### config.mk
export PLATFORM = sky130hd
export DESIGN_NAME = mod_reduce_process_flat
export DESIGN_NICKNAME = d
export VERILOG_FILES = /design/src/rtl/rsa_pkg.sv /design/src/rtl/mod_reduce_process_if.sv /design/src/rtl/mod_sub_step.sv /design/src/rtl/mod_reduce_process.sv /design/src/flat_wrapper.sv
export SDC_FILE = /design/constraint.sdc
export NUM_CORES = 2
export LEC_CHECK = 0
export BUFFER_PORTS_ARGS = -buffer_cell sky130_fd_sc_hd__buf_2
export CAP_MARGIN = 20
export CELL_PAD_IN_SITES_DETAIL_PLACEMENT = 0
export CELL_PAD_IN_SITES_GLOBAL_PLACEMENT = 2
export CORE_MARGIN = 2
export CORE_UTILIZATION = 39
export CTS_BUF_LIST = sky130_fd_sc_hd__clkbuf_8
export DETAILED_ROUTE_END_ITERATION = 12
export PLACE_DENSITY_LB_ADDON = 0.25
export REMOVE_ABC_BUFFERS = 1
export SLEW_MARGIN = 15
export SYNTH_ARGS = -nofsm -noshare
export SYNTH_HDL_FRONTEND = slang
export SYNTH_HIERARCHICAL = 1
export SYNTH_SLANG_ARGS = --single-unit
### constraint.sdc
create_clock -name clk -period 7.95 [get_ports clk]
set_input_delay 0.795 -clock clk [delete_from_list [all_inputs] [get_ports clk]]
set_output_delay 0.795 -clock clk [all_outputs]
set_load 0.01 [all_outputs]
### src/rtl/rsa_pkg.sv
// Shared definitions for the RSA datapath stages: word width, word type and
// the state encoding used by the sequential reduction stage.
package rsa_pkg;

  localparam int RSA_WIDTH = 256;

  typedef logic [RSA_WIDTH-1:0] word_t;

  typedef enum logic [1:0] {
    ST_IDLE = 2'd0,
    ST_RUN  = 2'd1,
    ST_DONE = 2'd2
  } state_t;

endpackage

### src/rtl/mod_reduce_process_if.sv
// Operand/result bundle of the modular-reduction stage. The master side is the
// upstream (power) stage or a testbench; the slave side is the reduction stage.
interface mod_reduce_process_if #(
  parameter int WIDTH = rsa_pkg::RSA_WIDTH
);

  // in_rdy qualifies data/modulus and is only looked at while the stage is
  // idle; out_rdy is a single-cycle pulse during which out (and div_err) are
  // valid. There is no back-pressure: the consumer must take the result then.
  logic             in_rdy;
  logic [WIDTH-1:0] data;
  logic [WIDTH-1:0] modulus;
  logic [WIDTH-1:0] out;
  logic             out_rdy;
  logic             busy;
  logic             div_err;

  modport master (
    output in_rdy, data, modulus,
    input  out, out_rdy, busy, div_err
  );

  modport slave (
    input  in_rdy, data, modulus,
    output out, out_rdy, busy, div_err
  );

endinterface

### src/rtl/mod_sub_step.sv
// One restoring-division step: shift the next dividend bit into the partial
// remainder and subtract the divisor when it fits. Purely combinational.
module mod_sub_step #(
  parameter int WIDTH = 256
) (
  input  logic [WIDTH-1:0] rem,
  input  logic             bit_in,
  input  logic [WIDTH-1:0] n,
  output logic [WIDTH-1:0] rem_next
);

  logic [WIDTH:0] t;
  logic [WIDTH:0] n_ext;

  assign t     = {rem, bit_in};
  assign n_ext = {1'b0, n};

  // Compare/subtract at WIDTH+1 bits; either result is below n, so it fits WIDTH.
  assign rem_next = (t >= n_ext) ? WIDTH'(t - n_ext) : WIDTH'(t);

endmodule

### src/rtl/mod_reduce_process.sv
// Sequential modular reduction (data mod modulus) by restoring shift-subtract,
// one dividend bit per clock, fixed latency of WIDTH cycles after capture.
module mod_reduce_process
  import rsa_pkg::*;
#(
  parameter int WIDTH = RSA_WIDTH
) (
  input  logic                 clk,
  input  logic                 reset,
  mod_reduce_process_if.slave  bus,
  output state_t               dbg_state
);

  localparam int              CNT_W    = $clog2(WIDTH + 1);
  localparam logic [CNT_W-1:0] CNT_LAST = CNT_W'(WIDTH - 1);

  state_t             state_q, state_d;
  logic [WIDTH-1:0]   shreg_q;
  logic [WIDTH-1:0]   nreg_q;
  logic [WIDTH-1:0]   rem_q;
  logic [CNT_W-1:0]   cnt_q;
  logic [WIDTH-1:0]   out_q;
  logic               out_rdy_q;
  logic               div_err_q;
  logic [WIDTH-1:0]   rem_next;
  logic               accept;
  logic               zero_mod;
  logic               last_step;

  // The partial remainder always stays below n; the extra top bit of the
  // shifted value only exists inside the step.
  mod_sub_step #(.WIDTH(WIDTH)) u_step (
    .rem      (rem_q),
    .bit_in   (shreg_q[WIDTH-1]),
    .n        (nreg_q),
    .rem_next (rem_next)
  );

  assign zero_mod = (bus.modulus == '0);

  always_comb begin
    state_d   = state_q;
    accept    = 1'b0;
    last_step = 1'b0;
    case (state_q)
      ST_IDLE: begin
        if (bus.in_rdy) begin
          accept  = 1'b1;
          state_d = zero_mod ? ST_DONE : ST_RUN;
        end
      end
      ST_RUN: begin
        if (cnt_q == CNT_LAST) begin
          last_step = 1'b1;
          state_d   = ST_DONE;
        end
      end
      ST_DONE: state_d = ST_IDLE;
      default: state_d = ST_IDLE;
    endcase
  end

  always_ff @(posedge clk or negedge reset) begin
    if (!reset) begin
      state_q <= ST_IDLE;
    end else begin
      state_q <= state_d;
    end
  end

  always_ff @(posedge clk or negedge reset) begin
    if (!reset) begin
      shreg_q   <= '0;
      nreg_q    <= '0;
      rem_q     <= '0;
      cnt_q     <= '0;
      out_q     <= '0;
      out_rdy_q <= 1'b0;
      div_err_q <= 1'b0;
    end else begin
      out_rdy_q <= 1'b0;
      if (accept) begin
        shreg_q   <= bus.data;
        nreg_q    <= bus.modulus;
        rem_q     <= '0;
        cnt_q     <= '0;
        div_err_q <= zero_mod;
        if (zero_mod) begin
          out_q     <= bus.data;
          out_rdy_q <= 1'b1;
        end
      end else if (state_q == ST_RUN) begin
        rem_q   <= rem_next;
        shreg_q <= {shreg_q[WIDTH-2:0], 1'b0};
        cnt_q   <= cnt_q + CNT_W'(1);
        if (last_step) begin
          out_q     <= rem_next;
          out_rdy_q <= 1'b1;
        end
      end
    end
  end

  assign bus.out     = out_q;
  assign bus.out_rdy = out_rdy_q;
  assign bus.div_err = div_err_q;
  assign bus.busy    = (state_q != ST_IDLE);
  assign dbg_state   = state_q;

endmodule

### src/flat_wrapper.sv
// flat-port wrapper written by rule: the top's interface ports become plain ports
module mod_reduce_process_flat import rsa_pkg::*;
#(
  parameter int WIDTH = RSA_WIDTH
)
  (clk, reset, dbg_state, bus_in_rdy, bus_data, bus_modulus, bus_out, bus_out_rdy, bus_busy, bus_div_err);
  mod_reduce_process_if #(.WIDTH(WIDTH)) bus_i ();
  input  logic clk;
  input  logic reset;
  output state_t dbg_state;
  input wire logic [$bits(bus_i.in_rdy)-1:0] bus_in_rdy;
  input wire logic [$bits(bus_i.data)-1:0] bus_data;
  input wire logic [$bits(bus_i.modulus)-1:0] bus_modulus;
  output wire logic [$bits(bus_i.out)-1:0] bus_out;
  output wire logic [$bits(bus_i.out_rdy)-1:0] bus_out_rdy;
  output wire logic [$bits(bus_i.busy)-1:0] bus_busy;
  output wire logic [$bits(bus_i.div_err)-1:0] bus_div_err;
  assign bus_i.in_rdy = bus_in_rdy;
  assign bus_i.data = bus_data;
  assign bus_i.modulus = bus_modulus;
  assign bus_out = bus_i.out;
  assign bus_out_rdy = bus_i.out_rdy;
  assign bus_busy = bus_i.busy;
  assign bus_div_err = bus_i.div_err;
  mod_reduce_process #(.WIDTH(WIDTH)) u_core (.clk(clk), .reset(reset), .bus(bus_i), .dbg_state(dbg_state));
endmodule
==> results.toml <==
[floorplanning]
die_w_microns = 416.3
die_h_microns = 416.3
num_rows = 151
initial_core_util_pct = 39.20
io_pins = 776
core_sq_um = 169100
die_area_sq_um = 173300

[sta]
max_slew_margin_pct = 21.30
finClkSkew_ns = 0.05221
worst_pin_slew_ns = 1.151
drv_slew = 0
worst_hold_slack_ns = 0.08787
rsz0062_at_grt = "false"
period_share_pct = 92.83
final-hold-violation-count = 0
setup_tns_ns = 0
min_period_ns = 7.380
max_freq_mhz = 135.5
layout_setup_ws_ns = 0.5700
final-setup-viol-count = 0

[synthesis]
postSynthCellCount = 8458
synth_warnings = 6
synth-seq-cells = 1037
ys_async_sr_fraction_pct = 100.0
ys.flop_type = "dfrtp_1"
syn_area_per_cell_sq_um = 7.837
synth_area_sq_um = 66280
synthDistinctLibCells = 98
ys_seq_area_share_pct = 39.15
synth_edf_count = 0

[global_routing]
antenna_found_initial = 19
grt_start_max_net_pins = 191
grt-ovfl-total = 0
grt_pass1_wl_microns = 417200
grt_pass1_vias = 63964
grt_usage_pct = 31.42

[power_and_ir_drop]
pwr-share-seq_pct = 48.6
switching_share_pct = 24.92
power.switching_mw = 2.709
p_per_area_nw_per_um2 = 143.2
pwr-share-clk_pct = 47.8
power_frac_comb_pct = 3.6
total_power_mw = 10.87
internal_power_mw = 8.161
leakage_nw = 33.21
irDropWorstVdd_mv = 0.1851

[critical_path]
path_cells = "ha_1 > a21oi_1 > o21ai_0 > a22oi_1 > nor4_1 > o41ai_2 > a31oi_1 > nor3_2 > buf_4 > o21a_1 > a2bb2oi_2 > o21ai_2 > a21o_1 > a31oi_4 > buf_12 > o21ai_0 > or2_2 > o221a_2"
r2r_setup_slack_ns = 0.57
crit_path_end_kind = "flip-flop"
crit_arrival_ns = 8.28
crit_slowest_cell = "o21ai_0"
cpMostUsedCell = "o21ai_0"
slowest_delay_ns = 0.99
reg2reg_from = "u_core/rem_q[29]$_DFFE_PN0P_"
cp_max_fo = 115
crit_type = "flip-flop to flip-flop"
rr_worst_depth = 18
worstPathRequired_ns = 8.85
start_kind = "flip-flop"
worst_r2r_endpoint = "u_core/bus.out[40]$_DFFE_PN0P_"

[detailed_routing]
route.detailed.drc = 0
drt_pre_antenna_iters = 6
drt_iter0_drc = 5786
wl_met3_microns = 13740
m1WireLength_microns = 123000
wl_met2_microns = 131100
detail-route-antenna-nets = 0
wl_microns = 279800
via_per_inst = 5.657
routed.top_layer = "met5"
dr_total_vias = 64714
wl_per_cell_microns = 24.45

[cts]
cts_max_level = 4
clkLatencyLatePin_ns = 0.97
cts_root_buf = "clkbuf_8"
clkTransAtPathRegs_ns = 0.06
clk_path_buf_depth = 3
numClockSinks = 1037
numCtsBuffers = 190
cts_tree = "built"
cts_resized = 0

[placement]
pre_cts_ws_ns = 0.7433
routabilityCongestion = 0.9772
dp_hpwl_microns = 212400
io_buffers = 775

[final_layout]
drive_above_1_share_pct = 18.59
post-route-util_pct = 44.88
fin_nets = 9839
area_growth_syn_to_layout_pct = 14.50

[hold_path]
whs_endpoint = "u_core/nreg_q[207]$_DFFE_PN0P_"
hp-class = "input pin to flip-flop"
hold_path_depth = 3
hold_start = "bus_modulus[207]"

[flow_run]
max_cap_violations = 0

[status]
status = "complete, no violations"
## cell usage after synthesis (all sizes together), types with 5 or more instances
library cell	instances	area share, %
a21o	73	0.83
a31o	8	0.12
a2bb2oi	5	0.085
xnor2	151	2.0
ha	258	4.9
xor2	104	1.4
a31oi	277	2.6
a21boi	24	0.28
or3	16	0.15
o21a	49	0.55
o311ai	8	0.12
or2	278	2.6
o41ai	8	0.17
a221oi	7	0.092
nand2	2430	14
o221ai	6	0.079
a21oi	518	3.9
and4	18	0.24
o31ai	26	0.33
nor2	546	3.1
clkbuf	395	2.2
o221a	258	4.4
inv	351	2.0
a211oi	21	0.26
and2	16	0.15
buf	132	1.9
a2111oi	10	0.23
nand2b	21	0.20
o21bai	93	1.1
mux2	14	0.24
a41oi	9	0.15
nand4	166	1.6
dfrtp	1037	39
o21ai	811	6.1
nor4	104	1.0
nand3	47	0.35
o211ai	12	0.15
and3	15	0.15
nor2b	14	0.13
nor3	68	0.52
## routing by layer
layer,up-vias,global-route usage (%)
met5,-,0
met1,31826,41.98
met3,435,4.192
met2,1999,51.16
met4,2,13.10
li1,30452,-
## worst max-delay path, delay by kind of cell (launching register included)
family | cells | cell delay (ns)
AO/OA/AOI/OAI | 12 | 4.89
adder cells (fa/ha/maj) | 1 | 0.42
AND/OR/NAND/NOR | 3 | 0.92
flip-flops | 1 | 0.40
buffers and inverters | 2 | 0.55
## sequential cells by signal, indices dropped and copies added (netlist names)
signal	cells
u_core/nreg_q	256
u_core/bus.div_err	1
u_core/shreg_q	256
u_core/bus.out	256
u_core/cnt_q	9
u_core/rem_q	256
u_core/bus.out_rdy	1
u_core/dbg_state	2
## placed cells by master, fill, tap and decap left out, types with 22 or more instances in the layout
cell           synthesis  layout
o21bai_1              93      93
nor2_1               544     544
nor4_1               102      96
o221a_1               22      22
nand4_1              166     166
inv_1                350     413
ha_1                 258     258
o221a_2              236     236
xnor2_1              151     151
a31oi_1              276     275
o31ai_1               23      23
xor2_1               104     104
nand3_1               47      47
dlygate4sd3_1          0      88
buf_4                 19      57
nand2_1             2429    2427
or2_2                275     275
clkbuf_8               0     231
clkinv_2               0      24
dfrtp_1             1037    1037
o21ai_1               20      23
a21o_1                73      73
o21ai_0              788     785
o21a_1                49      49
buf_2                 32     774
a21oi_1              514     514
nor3_1                67      66
a21boi_0              23      23
## per-stage QoR
stage | area, sq um | cells
after global placement | 71150 | 11000
after CTS | 75820 | 11421
after detailed placement | 71180 | 11001
after floorplan | 63560 | 7931
final | 75890 | 11440
after global routing | 75880 | 11434
## power groups by stage
stage	Combinational (mW)	Clock (mW)	Sequential [mW]
finish	0.389	5.20	5.28
global route	0.421	5.57	5.28
CTS	0.398	5.33	5.28
detailed placement	0.362	0	5.37
global placement	0.362	0	5.37
floorplan	0.00802	0	5.38
## how the worst max path moves through the flow
stage / startpoint / to / slack, ns / cells past startpoint
5_1_grt: u_core/nreg_q[30]$_DFFE_PN0P_ / u_core/bus.out[40]$_DFFE_PN0P_ / 0.30 / 19
3_5_place_dp: u_core/rem_q[29]$_DFFE_PN0P_ / u_core/bus.out[40]$_DFFE_PN0P_ / 0.74 / 18
2_1_floorplan: u_core/dbg_state[1]$_DFFE_PN0P_ / u_core/bus.out[0]$_DFFE_PN0P_ / -21.17 / 4
4_1_cts: u_core/rem_q[29]$_DFFE_PN0P_ / u_core/bus.out[40]$_DFFE_PN0P_ / 0.67 / 18
3_3_place_gp: u_core/rem_q[29]$_DFFE_PN0P_ / u_core/bus.out[41]$_DFFE_PN0P_ / 0.48 / 18
6_report: u_core/rem_q[29]$_DFFE_PN0P_ / u_core/bus.out[40]$_DFFE_PN0P_ / 0.57 / 18
## final cells by class
| type | instances | area, sq um |
|---|---|---|
| fill | 17462 | 93200 |
| multi-input combinational | 6543 | 36410 |
| sequential | 1037 | 25950 |
| timing repair buffer | 942 | 5638 |
| clock buffer | 231 | 3179 |
| tap | 2218 | 2775 |
| inverter | 351 | 1318 |
| clock inverter | 101 | 580.6 |
| antenna | 17 | 42.54 |
## logic make-up after synthesis
family | after synthesis | synth area share [%]
AOI/OAI and AO/OA | 2262 | 22.13
xor gates and xnor gates | 255 | 3.369
adders and majority gates | 259 | 4.900
buffers and inverters | 878 | 6.090
DFF | 1037 | 39.15
muxes | 14 | 0.2378
and+or+nand+nor | 3753 | 24.12
## what timing repair did
action                                 in CTS  in global routing
endpoints found under the hold margin     156                  0
hold buffers                               88                  0
buffers inserted                            0                  0
No activity file was read; power rests on OpenSTA's default activity.
